## config.mk

```make
export PLATFORM = sky130hd
export DESIGN_NAME = fft_bfly_stage
export DESIGN_NICKNAME = d
export VERILOG_FILES = /design/src/rtl/fft_bfly_stage_pkg.sv /design/src/rtl/fft_round_sat.sv /design/src/rtl/fft_bfly_stage.sv
export SDC_FILE = /design/constraint.sdc
export NUM_CORES = 1
export LEC_CHECK = 0
export CORE_MARGIN = 8
export CORE_UTILIZATION = 54
export DETAILED_ROUTE_END_ITERATION = 16
export GPL_TIMING_DRIVEN = 0
export PLACE_DENSITY = 0.84
export REMOVE_ABC_BUFFERS = 1
export SLEW_MARGIN = 20
export SYNTH_ARGS = -nofsm -noshare
export SYNTH_HDL_FRONTEND = slang
export SYNTH_HIERARCHICAL = 1
export SYNTH_SLANG_ARGS = --single-unit
```

## constraint.sdc

```tcl
create_clock -name clk -period 2.8 [get_ports clk]
set_input_delay 0.56 -clock clk [delete_from_list [all_inputs] [get_ports clk]]
set_output_delay 0.56 -clock clk [all_outputs]
set_load 0.05 [all_outputs]
```

## src/rtl/fft_bfly_stage_pkg.sv

```systemverilog
// Shared widths and defaults for the radix-2 butterfly stage that follows the twiddle multiplier.
// Optional clamp of the rescaled product is enabled by defining FFT_BFLY_SAT_EN.
package fft_bfly_stage_pkg;

  localparam int BFLY_IN_W   = 16;
  localparam int BFLY_PROD_W = 32;
  localparam int BFLY_FRAC   = 8;
  localparam int BFLY_OUT_W  = BFLY_IN_W + 2;
  localparam int BFLY_NPTS   = 4;

  // Frame counter width; a frame of N_PTS beats needs log2(N_PTS) bits.
  function automatic int bfly_cnt_w(input int n_pts);
    return (n_pts > 2) ? $clog2(n_pts) : 1;
  endfunction

endpackage

```

## src/rtl/fft_round_sat.sv

```systemverilog
// Round-half-up rescale of a Q(2*FRAC) product to Q(FRAC), narrowed to IN_W+1 bits.
// With FFT_BFLY_SAT_EN the result is clamped and an overflow flag is produced; otherwise it wraps.
module fft_round_sat
  import fft_bfly_stage_pkg::*;
#(
  parameter int IN_W   = BFLY_IN_W,
  parameter int PROD_W = BFLY_PROD_W,
  parameter int FRAC   = BFLY_FRAC
) (
  input  logic [PROD_W-1:0] prod,
  output logic [IN_W:0]     q
`ifdef FFT_BFLY_SAT_EN
  ,
  output logic              sat
`endif
);

  localparam int SH_W = PROD_W + 1 - FRAC;
  localparam logic [PROD_W:0] RND = {{(PROD_W - FRAC + 1){1'b0}}, 1'b1, {(FRAC - 1){1'b0}}};

  logic [PROD_W:0] sum_s;
  logic [SH_W-1:0] sh_s;
  logic            unused_s;

  // One guard bit keeps the rounding add from overflowing; dropping the low bits is the arithmetic shift.
  assign sum_s = {prod[PROD_W-1], prod} + RND;
  assign sh_s  = sum_s[PROD_W:FRAC];

`ifdef FFT_BFLY_SAT_EN
  logic ovf_s;

  assign ovf_s    = ~((&sh_s[SH_W-1:IN_W]) | ~(|sh_s[SH_W-1:IN_W]));
  assign sat      = ovf_s;
  assign unused_s = ^sum_s[FRAC-1:0];

  // Clamp toward the sign of the unclamped value when the top bits disagree.
  always_comb begin
    q = sh_s[IN_W:0];
    if (ovf_s) begin
      q = {sh_s[SH_W-1], {IN_W{~sh_s[SH_W-1]}}};
    end else begin
      q = sh_s[IN_W:0];
    end
  end
`else
  assign q        = sh_s[IN_W:0];
  assign unused_s = ^{sum_s[FRAC-1:0], sh_s[SH_W-1:IN_W+1]};
`endif

endmodule

```

## src/rtl/fft_bfly_stage.sv

```systemverilog
// Two-stage registered radix-2 butterfly: X0 = A + P', X1 = A - P' with valid/ready flow control
// and a frame-last tag every N_PTS output beats. Define FFT_BFLY_SAT_EN for clamping plus sat_flag.
module fft_bfly_stage
  import fft_bfly_stage_pkg::*;
#(
  parameter int IN_W   = BFLY_IN_W,
  parameter int PROD_W = BFLY_PROD_W,
  parameter int FRAC   = BFLY_FRAC,
  parameter int OUT_W  = IN_W + 2,
  parameter int N_PTS  = BFLY_NPTS
) (
  input  logic              clk,
  input  logic              reset,
  input  logic              in_valid,
  output logic              in_ready,
  input  logic [IN_W-1:0]   a_r,
  input  logic [IN_W-1:0]   a_i,
  input  logic [PROD_W-1:0] p_r,
  input  logic [PROD_W-1:0] p_i,
  output logic              out_valid,
  input  logic              out_ready,
  output logic [OUT_W-1:0]  x0_r,
  output logic [OUT_W-1:0]  x0_i,
  output logic [OUT_W-1:0]  x1_r,
  output logic [OUT_W-1:0]  x1_i,
  output logic              out_last
`ifdef FFT_BFLY_SAT_EN
  ,
  output logic              sat_flag
`endif
);

  localparam int CNT_W = bfly_cnt_w(N_PTS);
  localparam logic [CNT_W-1:0] LAST_CNT = CNT_W'(N_PTS - 1);

  logic              s1_adv_s, s2_adv_s;
  logic              s1_valid_r, s2_valid_r;
  logic [IN_W-1:0]   s1_ar_r, s1_ai_r;
  logic [IN_W:0]     s1_pr_r, s1_pi_r;
  logic [IN_W:0]     pr_s, pi_s;
  logic [OUT_W-1:0]  ar_ext_s, ai_ext_s, pr_ext_s, pi_ext_s;
  logic [OUT_W-1:0]  x0r_r, x0i_r, x1r_r, x1i_r;
  logic [CNT_W-1:0]  cnt_r;

`ifdef FFT_BFLY_SAT_EN
  logic sat_re_s, sat_im_s, sat_flag_r;

  fft_round_sat #(.IN_W(IN_W), .PROD_W(PROD_W), .FRAC(FRAC)) u_rs_re (.prod(p_r), .q(pr_s), .sat(sat_re_s));
  fft_round_sat #(.IN_W(IN_W), .PROD_W(PROD_W), .FRAC(FRAC)) u_rs_im (.prod(p_i), .q(pi_s), .sat(sat_im_s));
`else
  fft_round_sat #(.IN_W(IN_W), .PROD_W(PROD_W), .FRAC(FRAC)) u_rs_re (.prod(p_r), .q(pr_s));
  fft_round_sat #(.IN_W(IN_W), .PROD_W(PROD_W), .FRAC(FRAC)) u_rs_im (.prod(p_i), .q(pi_s));
`endif

  // Each stage moves whenever the stage after it can take its contents.
  assign s2_adv_s = ~s2_valid_r | out_ready;
  assign s1_adv_s = ~s1_valid_r | s2_adv_s;
  assign in_ready = s1_adv_s;

  assign ar_ext_s = {{(OUT_W - IN_W){s1_ar_r[IN_W-1]}}, s1_ar_r};
  assign ai_ext_s = {{(OUT_W - IN_W){s1_ai_r[IN_W-1]}}, s1_ai_r};
  assign pr_ext_s = {{(OUT_W - IN_W - 1){s1_pr_r[IN_W]}}, s1_pr_r};
  assign pi_ext_s = {{(OUT_W - IN_W - 1){s1_pi_r[IN_W]}}, s1_pi_r};

  // Stage 1: capture the upper leg and the rescaled product.
  always_ff @(posedge clk or negedge reset) begin
    if (!reset) begin
      s1_valid_r <= 1'b0;
      s1_ar_r    <= '0;
      s1_ai_r    <= '0;
      s1_pr_r    <= '0;
      s1_pi_r    <= '0;
    end else if (s1_adv_s) begin
      s1_valid_r <= in_valid;
      if (in_valid) begin
        s1_ar_r <= a_r;
        s1_ai_r <= a_i;
        s1_pr_r <= pr_s;
        s1_pi_r <= pi_s;
      end
    end
  end

  // Stage 2: butterfly sums at full output width, which cannot overflow.
  always_ff @(posedge clk or negedge reset) begin
    if (!reset) begin
      s2_valid_r <= 1'b0;
      x0r_r      <= '0;
      x0i_r      <= '0;
      x1r_r      <= '0;
      x1i_r      <= '0;
    end else if (s2_adv_s) begin
      s2_valid_r <= s1_valid_r;
      if (s1_valid_r) begin
        x0r_r <= ar_ext_s + pr_ext_s;
        x0i_r <= ai_ext_s + pi_ext_s;
        x1r_r <= ar_ext_s - pr_ext_s;
        x1i_r <= ai_ext_s - pi_ext_s;
      end
    end
  end

  // Frame position counts completed output transfers and wraps naturally at N_PTS.
  always_ff @(posedge clk or negedge reset) begin
    if (!reset) begin
      cnt_r <= '0;
    end else if (s2_valid_r && out_ready) begin
      cnt_r <= cnt_r + CNT_W'(1);
    end
  end

  assign out_valid = s2_valid_r;
  assign out_last  = s2_valid_r & (cnt_r == LAST_CNT);
  assign x0_r      = x0r_r;
  assign x0_i      = x0i_r;
  assign x1_r      = x1r_r;
  assign x1_i      = x1i_r;

`ifdef FFT_BFLY_SAT_EN
  // Sticky record of any clamp on an accepted beat.
  always_ff @(posedge clk or negedge reset) begin
    if (!reset) begin
      sat_flag_r <= 1'b0;
    end else if (in_valid && s1_adv_s && (sat_re_s || sat_im_s)) begin
      sat_flag_r <= 1'b1;
    end
  end

  assign sat_flag = sat_flag_r;
`endif

endmodule

```

# ---- After elaboration in Yosys (flattened, before gate mapping)
# Cells that the tools add are included.
dict set report word_totals {
  regBits 142
  input_bits 100
  out_inout_bits 75
  elab_cells 27
}
dict set report op_classes {
  n_addsub 7
  n_eq_ne 1
  bitwise_logic 5
  reduce_logical 3
}
# op count
set op_table {}
lappend op_table {{25-bit by 9-bit adder with 25-bit output (second input constant)} 2}
lappend op_table {{16-bit by 17-bit adder with 18-bit output} 2}
lappend op_table {{16-bit by 17-bit subtractor with 18-bit output} 2}
lappend op_table {{2-bit AND reduction} 2}
lappend op_table {{2-bit by 1-bit adder with 2-bit output (second input constant)} 1}
lappend op_table {{2-bit equality test (second input constant)} 1}
lappend op_table {{1-bit NOT} 2}
lappend op_table {{1-bit OR} 2}
lappend op_table {{1-bit AND} 1}
lappend op_table {{1-bit logical AND} 1}

# ---- Logic depth before layout (Yosys ltp)
dict set report depth {
  depth_word 4
  depth_mapped 10
  ltp_nobuf 10
}

# ---- Hierarchy
# The synthesis kept the hierarchy.
# module n_inst cells_each area_each_um2 seq_area_each_um2
set by_module_without_submodules {}
lappend by_module_without_submodules {fft_bfly_stage 1 929 8752.1 3503.4}
lappend by_module_without_submodules {fft_round_sat 2 41 316.6 0.0}

# ---- Worst setup path before layout
# No wires, ideal clock.
dict set report synth_timing {
  kind {reg-to-reg}
  from {reg s2_valid_r, in the netlist out_valid}
  to {reg s1_ai_r[10]}
  setup_ps 125
  arrival_time_ps 2509
  required_ps 2675
  setup_slack_ps 167
  stages_incl_launch_ff 6
  path_buffers 2
  synth_period_minus_slack_ps 2633
  cell_sequence {dfrtp_1 nand3b_1 nand2_1 clkbuf_1 clkbuf_1 mux2_2}
}
dict set report synth_between {
  elab_chain_len 4
}
# element line_no
set synth_lines {}
lappend synth_lines {{start, declared} fft_bfly_stage.sv:37} ;# logic s1_valid_r, s2_valid_r;
lappend synth_lines {{start signal, assigned} fft_bfly_stage.sv:93} ;# s2_valid_r <= s1_valid_r;
lappend synth_lines {{1-bit NOT} fft_bfly_stage.sv:56} ;# assign s2_adv_s = ~s2_valid_r | out_ready;
lappend synth_lines {{1-bit OR} fft_bfly_stage.sv:56}
lappend synth_lines {{1-bit OR} fft_bfly_stage.sv:57} ;# assign s1_adv_s = ~s1_valid_r | s2_adv_s;
lappend synth_lines {{named net in_ready} fft_bfly_stage.sv:15} ;# output logic in_ready,
lappend synth_lines {{2-bit AND reduction (no source line)} n/a}
lappend synth_lines {{end signal, assigned} fft_bfly_stage.sv:77} ;# s1_ai_r <= a_i;
lappend synth_lines {{end, declared} fft_bfly_stage.sv:38} ;# logic [IN_W-1:0] s1_ar_r, s1_ai_r;
# The timed path passes the listed nets, and every way through them passes these cells.
# A chain may end at the register's enable or synchronous reset.

# ---- Worst setup path after layout
dict set report layout_timing {
  from {reg s1_ar_r[7]}
  to {reg x1r_r[17], in the netlist x1_r[17]}
}
dict set report layout_between {
  elab_chain_len 1
}
# element line_no
set layout_lines {}
lappend layout_lines {{start, declared} fft_bfly_stage.sv:38}
lappend layout_lines {{start signal, assigned} fft_bfly_stage.sv:76} ;# s1_ar_r <= a_r;
lappend layout_lines {{16-bit by 17-bit subtractor with 18-bit output} fft_bfly_stage.sv:97} ;# x1r_r <= ar_ext_s - pr_ext_s;
lappend layout_lines {{end signal, assigned} fft_bfly_stage.sv:97}
lappend layout_lines {{end, declared} fft_bfly_stage.sv:42} ;# logic [OUT_W-1:0] x0r_r, x0i_r, x1r_r, x1i_r;
# No other way between the ends.

==> metrics <==
outcome=finished clean; root buffer cell=clkbuf_16; Post-DP Area=0.01099 mm^2; Fin Setup TNS=0 ns; DIE WIDTH=147.8 um; GR Overflow Total=0; Syn Inst Count=1011; clk_lat worst skew=0.43 ns; most frequent CP cell=nand4_1; Vias/cell=5.768; Initial Util=54.83%; CTS buffer count=17; skew final=0.006725 ns; nature of the critical path startpoint=flop; Starting DRT DRC Count=499; worst-margin pin slew=0.7594 ns; vias in the first global route=8038; syn_area_per_cell=9.283 um^2; # diodes=0; DRT antenna net count=0; Post-synth EDFFs=0; CTS H-tree depth=4; final setup fails=0; Async SR Flop Fraction=100.0%; # rows=48; post-synth cell types=68; CP peak stage delay=0.55 ns; RePlAce Congestion=0.9268; largest net degree at the start of global routing=102; most frequent cells in the layout=145 x clkdlybuf4s50_1, 140 x dfrtp_1, 97 x nand2_1; RSZ-0062 raised after global routing=false; FMAX=371.8 MHz; DRC viols=0; routed via count=7879; DP HPWL=17440 um; core box area=0.01712 mm^2; number of top-level pins=175; DP Cell Count=1331; Min-Delay Path Class=reg2reg; drt total wl=23630 um; number of failing hold endpoints at the final stage=0; Static Leak=0.005106 uW; Total Power=11600 uW; Clock Sinks=140; Final Non-Filler Cells=1366; CTS Buffer Depth=2; synthesis-stage register bit count=140; maximum VDD drop=0.0005496 V; CP Capture Type=flop; Slew headroom=49.37%; Area growth, synth to finish=24.36%; fin area=0.01167 mm^2; yosys warns=6; fin. max-slew vios=0; die area=0.02186 mm^2; Mapped Area=0.009385 mm^2; Final Util=68.19%; clk slew on worst S/H paths=0.06 ns; IO buf count=146; Die H=147.8 um; CTS tree=built; Max Cap Viol=0; initial antenna violation count=0; GRT Util Overall=21.98%; Seq/Total Area, Yosys=37.33%; most common cell after layout, fill and taps aside=clkdlybuf4s50_1; P per Cell Area=994.3 mW/mm^2; CP cell instances=ha_1, nand4_1, a2111oi_0, nor3_1, o21ai_2, nand4_1, a221o_1; kind of critical path=reg2reg; Fill cells=1323; Pre-antenna DRT Iters=5; Most used DFF post-synth=dfrtp_1; crit path max fanout=12; Routed wire per std cell=17.30 um; CP required=3.11 ns; slowest CP cell=ha_1; Tcrit/Tclk final=96.07%; fin crit period=2.690 ns; share of cells above drive strength 1=11.48%; Worst EP arrival=3.00 ns; global-route wire length before repair=39040 um; NumNets Final=1303
-- final cells by class --
cell class / count / area (um^2) / share of cell area [%]
clock buffer: 18 / 439.2 / 3.763
clock inverter: 14 / 193.9 / 1.662
inverter: 67 / 251.5 / 2.155
multi-input combinational: 750 / 5435 / 46.57
sequential: 140 / 3503 / 30.02
tap: 225 / 281.5 / 2.412
timing repair buffer: 152 / 1567 / 13.42
-- timing repair --
item                       4_1_cts  5_1_grt
hold endpoints to repair         6        0
gates resized for setup          1        4
setup buffers                    0        2
setup endpoints to repair        3        5
hold buffers                     1        0
pin swaps                        0        4
-- metrics by stage --
step,setup slack (ns),hold slack (ns)
finish,0.1102,0.4707
global route,0.005317,0.4950
CTS,0.009341,0.4771
detailed placement,0.04513,0.4571
global placement,-4.312,0.4587
floorplan,-0.7321,0.2644
-- kinds of logic (layout without fill, tap and decap cells) --
logic type | Yosys count | in the layout | share of synthesized area, %
and+or+nand+nor | 312 | 312 | 16.98
AOI/OAI and AO/OA | 222 | 222 | 15.20
DFF | 140 | 140 | 37.33
buffers and inverters | 121 | 251 | 5.173
adders and majority gates | 75 | 75 | 10.32
muxes | 71 | 71 | 8.466
xor gates and xnor gates | 70 | 70 | 6.532
-- path summary, 6_finish.rpt --
| kind | from | end | slack, ns | cells after the start |
|---|---|---|---|---|
| max reg2reg | s1_ar_r[7]$_DFFE_PN0P_ | x1_r[17]$_DFFE_PN0P_ | 0.11 | 7 |
| min in group asynchronous | reset | s1_pr_r[1]$_DFFE_PN0P_ | 0.61 | 2 |
| min reg2reg | x1_i[1]$_DFFE_PN0P_ | x1_i[1]$_DFFE_PN0P_ | 0.47 | 2 |
| max in group asynchronous | reset | x0_i[13]$_DFFE_PN0P_ | 1.43 | 3 |
| min | x1_i[1]$_DFFE_PN0P_ | x1_i[1]$_DFFE_PN0P_ | 0.47 | 2 |
| max | s1_ar_r[7]$_DFFE_PN0P_ | x1_r[17]$_DFFE_PN0P_ | 0.11 | 7 |
-- power by group --
part	switching, uW	internal [uW]
clock network	912	1520
registers	433	2660
logic	3880	2200
-- registers in the layout (all words and copies together), names as in the netlist, 2 cells and up --
| signal | count |
|---|---|
| s1_pi_r | 17 |
| s1_pr_r | 17 |
| x1_r | 17 |
| x1_i | 17 |
| s1_ai_r | 16 |
| x0_i | 18 |
| x0_r | 18 |
| s1_ar_r | 16 |
| cnt_r | 2 |
-- Yosys cell counts, types with 3 or more instances --
| cell | instances | area share [%] |
|---|---|---|
| o21ai_0 | 66 | 3.5 |
| dfrtp_1 | 140 | 37 |
| or3_1 | 6 | 0.40 |
| nor3_1 | 21 | 1.1 |
| and3_1 | 10 | 0.67 |
| ha_1 | 71 | 9.5 |
| inv_1 | 67 | 2.7 |
| o31ai_1 | 13 | 1.0 |
| nand3b_1 | 3 | 0.24 |
| clkbuf_1 | 32 | 1.3 |
| a31oi_1 | 6 | 0.40 |
| o41ai_1 | 4 | 0.37 |
| mux2_2 | 67 | 8.0 |
| and2_1 | 3 | 0.20 |
| a211oi_1 | 14 | 1.1 |
| o21a_1 | 5 | 0.40 |
| mux2i_1 | 4 | 0.43 |
| buf_2 | 13 | 0.69 |
| nand2_1 | 99 | 4.0 |
| xnor2_1 | 48 | 4.5 |
| a211o_1 | 4 | 0.37 |
| fa_1 | 4 | 0.85 |
| nor3b_1 | 3 | 0.24 |
| o211ai_1 | 13 | 1.0 |
| a221oi_1 | 3 | 0.28 |
| o21bai_1 | 4 | 0.32 |
| nand4_1 | 13 | 0.87 |
| a21oi_1 | 51 | 2.7 |
| a21o_1 | 9 | 0.72 |
| nor2_1 | 65 | 2.6 |
| o311ai_0 | 4 | 0.37 |
| a2111oi_0 | 3 | 0.28 |
| nor2b_1 | 12 | 0.80 |
| xor2_1 | 22 | 2.1 |
| nand2b_1 | 19 | 1.3 |
| nor4_1 | 6 | 0.40 |
| or4_1 | 8 | 0.64 |
| nand3_1 | 28 | 1.5 |
| buf_1 | 6 | 0.24 |
| a221o_1 | 3 | 0.32 |
-- layer usage --
layer  track usage, %  wire [um]  vias to the layer above
li1                 -          -                     3793
met1            24.14       9360                     3767
met2            39.84      12280                      244
met3            4.616       1039                       75
met4            10.20        947                        0
met5                0          0                        -
-- worst max-delay path: cells and delay by family (launching register included) --
kind	cells	cell delay, ns
DFF	1	0.41
AOI/OAI and AO/OA	3	1.08
adders and majority gates	1	0.55
and+or+nand+nor	3	0.53
No activity file was read; power rests on OpenSTA's default activity.
